### src/rtl/seg_disp_pkg.sv
// Shared constants and types for the 7-segment display arbiter.
package seg_disp_pkg;

   // Display geometry: four hex digits of four bits each.
   localparam int DIGIT_W     = 4;
   localparam int DISP_DIGITS = 4;

   // System clock rate and the default one-second hold window.
   localparam int CLK_HZ  = 20_000_000;
   localparam int HOLD_1S = CLK_HZ;

   // Arbiter FSM: IDLE waits for a request, SHOW runs a hold window.
   typedef enum logic [0:0] {
      IDLE = 1'b0,
      SHOW = 1'b1
   } disp_arb_state_t;

   // Circular increment used to advance the round-robin pointer.
   function automatic int wrap_inc(input int val, input int modulus);
      return (val + 1) % modulus;
   endfunction

endpackage

### src/rtl/seg_disp_arbiter_rr_pick.sv
// Combinational circular priority picker: the first asserted request at or
// after ptr wins, wrapping around past N-1 back to 0.
module rr_pick #(
   parameter int N     = 4,
   parameter int IDX_W = $clog2(N)
) (
   input  logic [N-1:0]     req,
   input  logic [IDX_W-1:0] ptr,
   output logic [N-1:0]     grant,
   output logic [IDX_W-1:0] index,
   output logic             any
);

   // Scan N positions starting at ptr and keep the first hit.
   always_comb begin
      int cand;
      cand  = 0;
      grant = '0;
      index = '0;
      any   = 1'b0;
      for (int off = 0; off < N; off++) begin
         cand = (int'(ptr) + off) % N;
         if (!any && req[cand[IDX_W-1:0]]) begin
            any                      = 1'b1;
            index                    = cand[IDX_W-1:0];
            grant[cand[IDX_W-1:0]]   = 1'b1;
         end
      end
   end

endmodule

### src/rtl/seg_disp_arbiter.sv
// Shares one 4-digit hex display between NUM_REQ sources. Round-robin
// arbitration grants one source at a time; the winning word is latched and
// held for HOLD_CYCLES clocks. A debug force mode shows one source live and
// freezes arbitration while active.
module seg_disp_arbiter
   import seg_disp_pkg::*;
#(
   parameter int NUM_REQ     = 4,
   parameter int DATA_W      = DIGIT_W * DISP_DIGITS,
   parameter int HOLD_CYCLES = HOLD_1S,
   localparam int IDX_W      = $clog2(NUM_REQ),
   localparam int CNT_W      = $clog2(HOLD_CYCLES + 1)
) (
   input  logic                      clk,
   input  logic                      rst_n,
   input  logic [NUM_REQ-1:0]        req,
   input  logic [NUM_REQ*DATA_W-1:0] req_data,
   input  logic                      force_en,
   input  logic [IDX_W-1:0]          force_sel,
   output logic [NUM_REQ-1:0]        ack,
   output logic [DATA_W-1:0]         disp_data,
   output logic [IDX_W-1:0]          disp_src,
   output logic                      disp_busy
);

   // Final count value of a hold window.
   localparam logic [CNT_W-1:0] LAST_CNT = CNT_W'(HOLD_CYCLES - 1);

   disp_arb_state_t      state_q, state_d;
   logic [IDX_W-1:0]     rr_ptr_q, rr_ptr_d;
   logic [CNT_W-1:0]     hold_cnt_q, hold_cnt_d;
   logic [DATA_W-1:0]    disp_data_q, disp_data_d;
   logic [IDX_W-1:0]     disp_src_q, disp_src_d;
   logic                 disp_busy_q, disp_busy_d;
   logic [NUM_REQ-1:0]   ack_q, ack_d;

   logic [DATA_W-1:0]    words [NUM_REQ];
   logic [NUM_REQ-1:0]   pick_grant;
   logic [IDX_W-1:0]     pick_idx;
   logic                 pick_any;
   logic [IDX_W-1:0]     force_idx;
   logic                 window_open;
   logic                 do_grant;

   // Unpack the flat source bus into one word per requester.
   generate
      for (genvar gi = 0; gi < NUM_REQ; gi++) begin : g_words
         assign words[gi] = req_data[gi*DATA_W +: DATA_W];
      end
   endgenerate

   rr_pick #(
      .N     (NUM_REQ),
      .IDX_W (IDX_W)
   ) u_pick (
      .req   (req),
      .ptr   (rr_ptr_q),
      .grant (pick_grant),
      .index (pick_idx),
      .any   (pick_any)
   );

   // Out-of-range debug selects fall back to source 0.
   assign force_idx = (int'(force_sel) >= NUM_REQ) ? '0 : force_sel;

   // A grant may land when idle, or on the last cycle of a running window so
   // back-to-back grants leave no gap on the display.
   assign window_open = (state_q == IDLE) || (hold_cnt_q == LAST_CNT);
   assign do_grant    = !force_en && pick_any && window_open;

   // Next-state logic for the FSM, counter, pointer and output registers.
   always_comb begin
      state_d     = state_q;
      rr_ptr_d    = rr_ptr_q;
      hold_cnt_d  = hold_cnt_q;
      disp_data_d = disp_data_q;
      disp_src_d  = disp_src_q;
      disp_busy_d = disp_busy_q;
      ack_d       = '0;

      if (force_en) begin
         // Live debug view; everything else stays frozen.
         disp_data_d = words[force_idx];
         disp_src_d  = force_idx;
      end else if (do_grant) begin
         disp_data_d = words[pick_idx];
         disp_src_d  = pick_idx;
         ack_d       = pick_grant;
         rr_ptr_d    = IDX_W'(wrap_inc(int'(pick_idx), NUM_REQ));
         hold_cnt_d  = '0;
         disp_busy_d = 1'b1;
         state_d     = SHOW;
      end else if (state_q == SHOW) begin
         if (hold_cnt_q == LAST_CNT) begin
            // Window over with nobody waiting: keep the word, drop busy.
            state_d     = IDLE;
            disp_busy_d = 1'b0;
            hold_cnt_d  = '0;
         end else begin
            hold_cnt_d = hold_cnt_q + CNT_W'(1);
         end
      end
   end

   // State and output registers; reset aborts any window without an ack.
   always_ff @(posedge clk or negedge rst_n) begin
      if (!rst_n) begin
         state_q     <= IDLE;
         rr_ptr_q    <= '0;
         hold_cnt_q  <= '0;
         disp_data_q <= '0;
         disp_src_q  <= '0;
         disp_busy_q <= 1'b0;
         ack_q       <= '0;
      end else begin
         state_q     <= state_d;
         rr_ptr_q    <= rr_ptr_d;
         hold_cnt_q  <= hold_cnt_d;
         disp_data_q <= disp_data_d;
         disp_src_q  <= disp_src_d;
         disp_busy_q <= disp_busy_d;
         ack_q       <= ack_d;
      end
   end

   assign ack       = ack_q;
   assign disp_data = disp_data_q;
   assign disp_src  = disp_src_q;
   assign disp_busy = disp_busy_q;

endmodule

### config.mk
export PLATFORM = sky130hd
export DESIGN_NAME = seg_disp_arbiter
export DESIGN_NICKNAME = d
export VERILOG_FILES = /design/src/rtl/seg_disp_pkg.sv /design/src/rtl/seg_disp_arbiter_rr_pick.sv /design/src/rtl/seg_disp_arbiter.sv
export SDC_FILE = /design/constraint.sdc
export NUM_CORES = 1
export LEC_CHECK = 0
export ABC_AREA = 1
export CAP_MARGIN = 25
export CELL_PAD_IN_SITES_DETAIL_PLACEMENT = 0
export CELL_PAD_IN_SITES_GLOBAL_PLACEMENT = 1
export CORE_ASPECT_RATIO = 2
export CORE_MARGIN = 3
export CORE_UTILIZATION = 25
export CTS_CLUSTER_SIZE = 8
export DETAILED_ROUTE_END_ITERATION = 16
export GPL_ROUTABILITY_DRIVEN = 0
export PLACE_DENSITY_LB_ADDON = 0.3
export SYNTH_ARGS = -nofsm -noshare
export SYNTH_HDL_FRONTEND = slang
export SYNTH_SLANG_ARGS = --single-unit
### constraint.sdc
create_clock -name clk -period 6.95 [get_ports clk]
set_clock_uncertainty 0.05 [all_clocks]
set_input_delay 1.0425 -clock clk [delete_from_list [all_inputs] [get_ports clk]]
set_output_delay 1.0425 -clock clk [all_outputs]
set_load 0.05 [all_outputs]
# == Yosys cells after proc, flatten, opt, wreduce, memory -nomap -nowiden ==
# Index checks and enable logic that the tools add are counted.
# word_totals
regBits,51
latchBits,0
mem_bits_rw,0
romBits,0
in_bits,73
output_inout_bits,23
wordCells,99
mem_count,0
# op_classes
addsub,5
multipliers,0
div_mod_pow,0
order_cmp,10
n_eq_ne,1
n_shift,0
muxes,49
bitwise,7
n_reduce_logical,20
# op_table
cell,n
$mux W16,6
$mux W25,3
$bmux W16 S2,2
$add A25 B1 Y25 const B,1
$eq A25 B25 Y1 const B,1
$mux W4,6
$mux W1,18
$lt A2 B3 Y1 const B,4
$mux W2,6
$or A4 B4 Y4,3
$logic_and A1 B1 Y1,9
$bmux W1 S2,4
$demux W1 S2,4
$ge A2 B1 Y1 const B,4
$ge A3 B3 Y1 const B,2
$not A2 Y3,2
$reduce_bool A2 Y1,3
$add A2 B1 Y2 const B,2
$add A2 B2 Y2 const B,2
$logic_not A1 Y1,4
$reduce_and A2 Y1,2
$reduce_and A3 Y1,1
$not A1 Y1,2
$logic_or A1 B1 Y1,1

# == Logic depth before layout (Yosys ltp) ==
# depth
depth_word,18
ltp_mapped,16
ltp_nobuf,15

# == Cells and area by module ==
# Synthesis repeated with hierarchy kept, for this count alone.
# hier_totals
cells_unflattened,683
hier_area_um2,4326.6
# by_module_without_submodules
module,n_inst,cells_each,area_per_inst_um2,seq_area_each_um2
seg_disp_arbiter,1,609,3886.2,1276.2
rr_pick,1,74,440.4,0.0

# == Worst setup path after synthesis ==
# OpenSTA, ideal clock, no wires.
# synth_path
path_type,input-to-reg
start,in req[3]
end,"reg disp_data_q[10], in the netlist disp_data[10]"
setup_time_ns,0.120
arrival_time_ns,2.127
t_required_ns,6.780
slack_ns,4.654
cell_stages,12
n_path_buf,1
path_cell_list,inv_1 > nand2_1 > nand3_2 > nand2_4 > inv_4 > nand4_1 > nand2_1 > nor2_4 > buf_2 > nand3_1 > nand3_1 > nand2_1
# synth_via
elab_chain_cells,18
# synth_rtl
element,line_no,rtl
from (decl),seg_disp_arbiter.sv:16,"input logic [NUM_REQ-1:0] req,"
$bmux W1 S2,seg_disp_arbiter_rr_pick.sv:23,if (!any && req[cand[IDX_W-1:0]]) begin
$mux W1 (not written as such),seg_disp_arbiter_rr_pick.sv:23,
$mux W1,seg_disp_arbiter_rr_pick.sv:23,
$logic_not A1 Y1,seg_disp_arbiter_rr_pick.sv:23,
$logic_and A1 B1 Y1,seg_disp_arbiter_rr_pick.sv:23,
$mux W1,seg_disp_arbiter_rr_pick.sv:23,
$logic_not A1 Y1,seg_disp_arbiter_rr_pick.sv:23,
$logic_and A1 B1 Y1,seg_disp_arbiter_rr_pick.sv:23,
$mux W1,seg_disp_arbiter_rr_pick.sv:23,
$logic_not A1 Y1,seg_disp_arbiter_rr_pick.sv:23,
$logic_and A1 B1 Y1,seg_disp_arbiter_rr_pick.sv:23,
$mux W2,seg_disp_arbiter_rr_pick.sv:23,
$not A2 Y3 (not written as such),seg_disp_arbiter.sv:86,disp_data_d = words[pick_idx];
$bmux W16 S2,seg_disp_arbiter.sv:86,
$mux W16 (not written as such) (2 in series),seg_disp_arbiter.sv:86,
$mux W16,seg_disp_arbiter.sv:85,end else if (do_grant) begin
$mux W16,seg_disp_arbiter.sv:81,if (force_en) begin
to (signal assigned),seg_disp_arbiter.sv:119,disp_data_q <= disp_data_d;
to (decl),seg_disp_arbiter.sv:32,"logic [DATA_W-1:0] disp_data_q, disp_data_d;"
# Parallel ways exist; a longest one is shown, timed or not. The select of a mux whose other input is x is not followed.
# A chain may end at the register's enable or synchronous reset.

# == Worst setup path in the final report ==
# layout_path
start,in req[1]
end,"reg disp_data_q[10], in the netlist disp_data[10]"
# Same word-level chain as after synthesis.

==> impl_summary.md <==
STA
The worst path uses 51.8% of the clock period. The relative max-transition margin is 40.0%. The worst hold margin is 0.451 ns. The transition time of the tightest slew-check pin is 0.898 ns. The number of setup violations in the final report is 0. The time the final worst path needs with I/O delays and setup is 3.60 ns. The number of endpoints with negative hold slack in the final report is 0. Setup repair after global routing left no endpoint under its margin.

The max-slew violation total from the final report is 0. The post-route setup TNS is 0 ns. Timing would allow up to 278 MHz.

Synth
The largest area contributor in the netlist is dfrtp_1. The sequential area share after synthesis is 29.0%. In this run the cell area of the synthesized design comes to 4400 um^2. The fraction of synthesized cell area taken by the top area cell type is 29.0%. The count of synthesis-stage warnings from yosys is 0. The most used flip-flop cell after synthesis is dfrtp_1. The synthesized area per cell is 6.61 um^2. The gate count after technology mapping is 665. Yosys mapped a number of flops with a built-in enable equal to 0. The post-synthesis net count is 747. The share of synthesized registers carrying an async set or reset is 100%. Ranked by total cell area, the synthesized netlist is headed by dfrtp_1, nand2_1, nand3_1. The number of distinct standard cells referenced by the synthesized netlist is 40. The synthesized design contains 51 register bits.

Global routing
The number of global-route vias before repair was 4,873. Summed over all layers, the global routing overflow is 0. Entering global routing, the biggest net connects 52 pins. Global routing consumed, over all layers together, 16.8% of the routing resources. The first global-routing pass estimated 25,600 um of wire. The initial antenna violation count came to 0.

Clock tree
The clock insertion delay at the later pin of the skew report is 0.30 ns. Counting along the longest clock path gives a buffer depth of 2. The number of CTS-inserted buffers is 5. TritonCTS built the clock tree.

The clock net in this run drives a total of 51 sinks. After clock tree synthesis, the clock-pin slew on the worst setup and hold paths is 0.08 ns. The count of hold-fix buffers inserted at cts is 0. Post-CTS timing repair inserted 0 buffers for setup. The number of H-tree levels is 2. In this run the clock root is driven by a clkbuf_16. Post-CTS repair changed the size of 0 cells.

Cells and area
Cells with a size suffix above 1 make up 7.05% of the layout. From synthesis to final layout, the design area changed by 28.1%. After the last flow step, the layout net total stands at 819.

The top cell types in the final layout, fill and taps aside, are nand2_1, nand3_1, clkdlybuf4s50_1, inv_1, dfrtp_1. The most common library cell in the layout ignoring fill and taps is nand2_1. After filler insertion, the fill cell instance count of the layout stands at 1,895. The repair_antennas step left the layout with diodes totalling 0.

Route
The detail route stage leaves a number of antenna-violating nets equal to 0. The DRC violation count after routing is 0. The length of the first detailed-routing pass in iterations is 4. The per-cell routed wire length is 17.1 um. The detailed router finished its first iteration with 204 violations. The routed design has 16,200 um of wire. Using the TritonRoute via totals, the vias-per-cell ratio works out to 5.04. The via count is 4,778.

Setup path
In this run the critical register-to-register path is launched from rr_ptr_q[0]. The critical path startpoint is req[1]. The worst setup path is launched from an input port. The data arrival time of the critical path is 3.74 ns. The nature of the critical path endpoint is a flip-flop. The top fanout value on the critical path is 35.

The critical path is of the in2reg type. For the worst setup path, the data required time is 7.09 ns.

Placed design
The count of buffers added on input and output ports is 95. Once detailed placement completed, the half-perimeter wirelength came to 12,100 um.

Status
The flow ran to the end, and the final reports show no timing, DRC or antenna violations.

Worst hold path
The startpoint of the lowest-slack hold path is disp_data[6]. The class of the worst hold path is reg2reg.

Power
Summed over all nets, the switching power comes to 0.312 mW. The part of the total power dissipated in the clock network is 31.3%. The leakage dissipation is 2.58 nW. The worst voltage drop across the vdd grid is 0.0977 mV.

Net switching is 34.8% of the power. In this run the power density over the cells is 159 nW/um^2. The internal power of the cells totals 0.582 mW. The proportion of power drawn by combinational gates is 29.9%. In this run, flip-flops and latches consume 38.8% of the power.

Die
The die height is 194 um. The number of top-level pins is 96. In this run the standard cell core region covers 17,300 um^2. The number of cell rows is 68. The die covers 19,300 um^2. The initial utilization of the core area, before any placement, comes to 25.5%. The die boundary width is 99.8 um.

Flow run
The tool flagged a number of max-cap violations equal to 0.
==> power by group through the flow <==
| stage | Clock [mW] | Combinational [mW] | Sequential, mW |
|---|---|---|---|
| after global routing | 0.300 | 0.293 | 0.351 |
| final | 0.279 | 0.268 | 0.347 |
| after floorplan | 0 | 0.115 | 0.388 |
| after detailed placement | 0 | 0.268 | 0.353 |
| after global placement | 0 | 0.265 | 0.353 |
| after CTS | 0.292 | 0.269 | 0.347 |
==> worst paths after layout <==
path | endpoint | slack (ns) | cells past startpoint
worst max-delay path | disp_data[10] | 3.35 | 13
worst min-delay path | disp_data[6] | 0.45 | 2
worst max register to register | disp_data[10] | 3.40 | 12
worst min register to register | disp_data[6] | 0.45 | 2
max in group asynchronous | hold_cnt_q[19] | 5.55 | 2
min in group asynchronous | hold_cnt_q[6] | 0.82 | 2
==> routing by layer <==
layer | track usage, % | share of wire (%)
met1 | 16.6 | 34
met2 | 33.2 | 58
met3 | 2.45 | 4.5
met4 | 7.14 | 3.5
met5 | 0 | 0
==> state kept, by name, indices dropped and copies added (netlist names) <==
| register | cells |
|---|---|
| hold_cnt_q | 25 |
| disp_data | 16 |
| disp_busy | 1 |
| disp_src | 2 |
| state_q | 1 |
| rr_ptr_q | 2 |
| ack | 4 |
==> cell usage after synthesis, types with 2 or more instances <==
| master | n |
|---|---|
| nand2_1 | 205 |
| nand3_1 | 114 |
| inv_1 | 56 |
| dfrtp_1 | 51 |
| nor2_1 | 32 |
| o21ai_0 | 29 |
| a21oi_1 | 22 |
| a211oi_1 | 16 |
| a311oi_1 | 16 |
| xor2_1 | 14 |
| clkbuf_1 | 13 |
| buf_2 | 12 |
| nand4_1 | 10 |
| nor3_1 | 10 |
| ha_1 | 9 |
| nand2_2 | 9 |
| buf_4 | 8 |
| inv_2 | 4 |
| nand2_4 | 4 |
| buf_6 | 3 |
| nand3_2 | 3 |
| a21oi_2 | 2 |
| inv_4 | 2 |
| nor2_2 | 2 |
| nor2_4 | 2 |
| o211ai_2 | 2 |
| or2_2 | 2 |
==> critical path, cell delays in order <==
cell             delay, ns
clkdlybuf4s50_1       0.44
inv_1                 0.07
nand2_1               0.07
nand3_2               0.14
nand2_4               0.10
inv_4                 0.08
nand4_2               0.15
nand2_2               0.54
nand2_2               0.62
nand2_1               0.18
nand3_1               0.09
nand3_1               0.13
nand2_1               0.06
==> cell families (layout without fill, tap and decap cells) <==
logic type                 count (synthesis)  in the layout  synth area share (%)
AOI/OAI and AO/OA                         93             93                  13.9
xor gates and xnor gates                  15             15                  2.99
adders and majority gates                  9              9                  2.56
buffers and inverters                     99            172                  10.2
DFF                                       51             51                  29.0
and+or+nand+nor                          398            398                  41.4
==> metrics by stage <==
step | setup slack [ns] | utilization, % | area, um^2 | cells | power (mW)
2_1_floorplan | 4.65 | - | 4400 | 665 | 0.503
3_3_place_gp | 3.16 | 31.5 | 5430 | 938 | 0.618
3_5_place_dp | 3.07 | 31.5 | 5450 | 939 | 0.621
4_1_cts | 3.40 | 32.5 | 5610 | 947 | 0.908
5_1_grt | 3.07 | 32.6 | 5630 | 948 | 0.944
6_report | 3.35 | 32.6 | 5630 | 948 | 0.894
==> final cells by class <==
type / count / area [um^2] / area share [%]
Multi-Input combinational cell: 515 / 2670 / 47.4
Sequential cell: 51 / 1280 / 22.7
Tap cell: 210 / 263 / 4.66
Clock buffer: 8 / 156 / 2.78
Timing Repair Buffer: 101 / 1020 / 18.1
Inverter: 63 / 246 / 4.38
(Power assumes the default switching activity.)
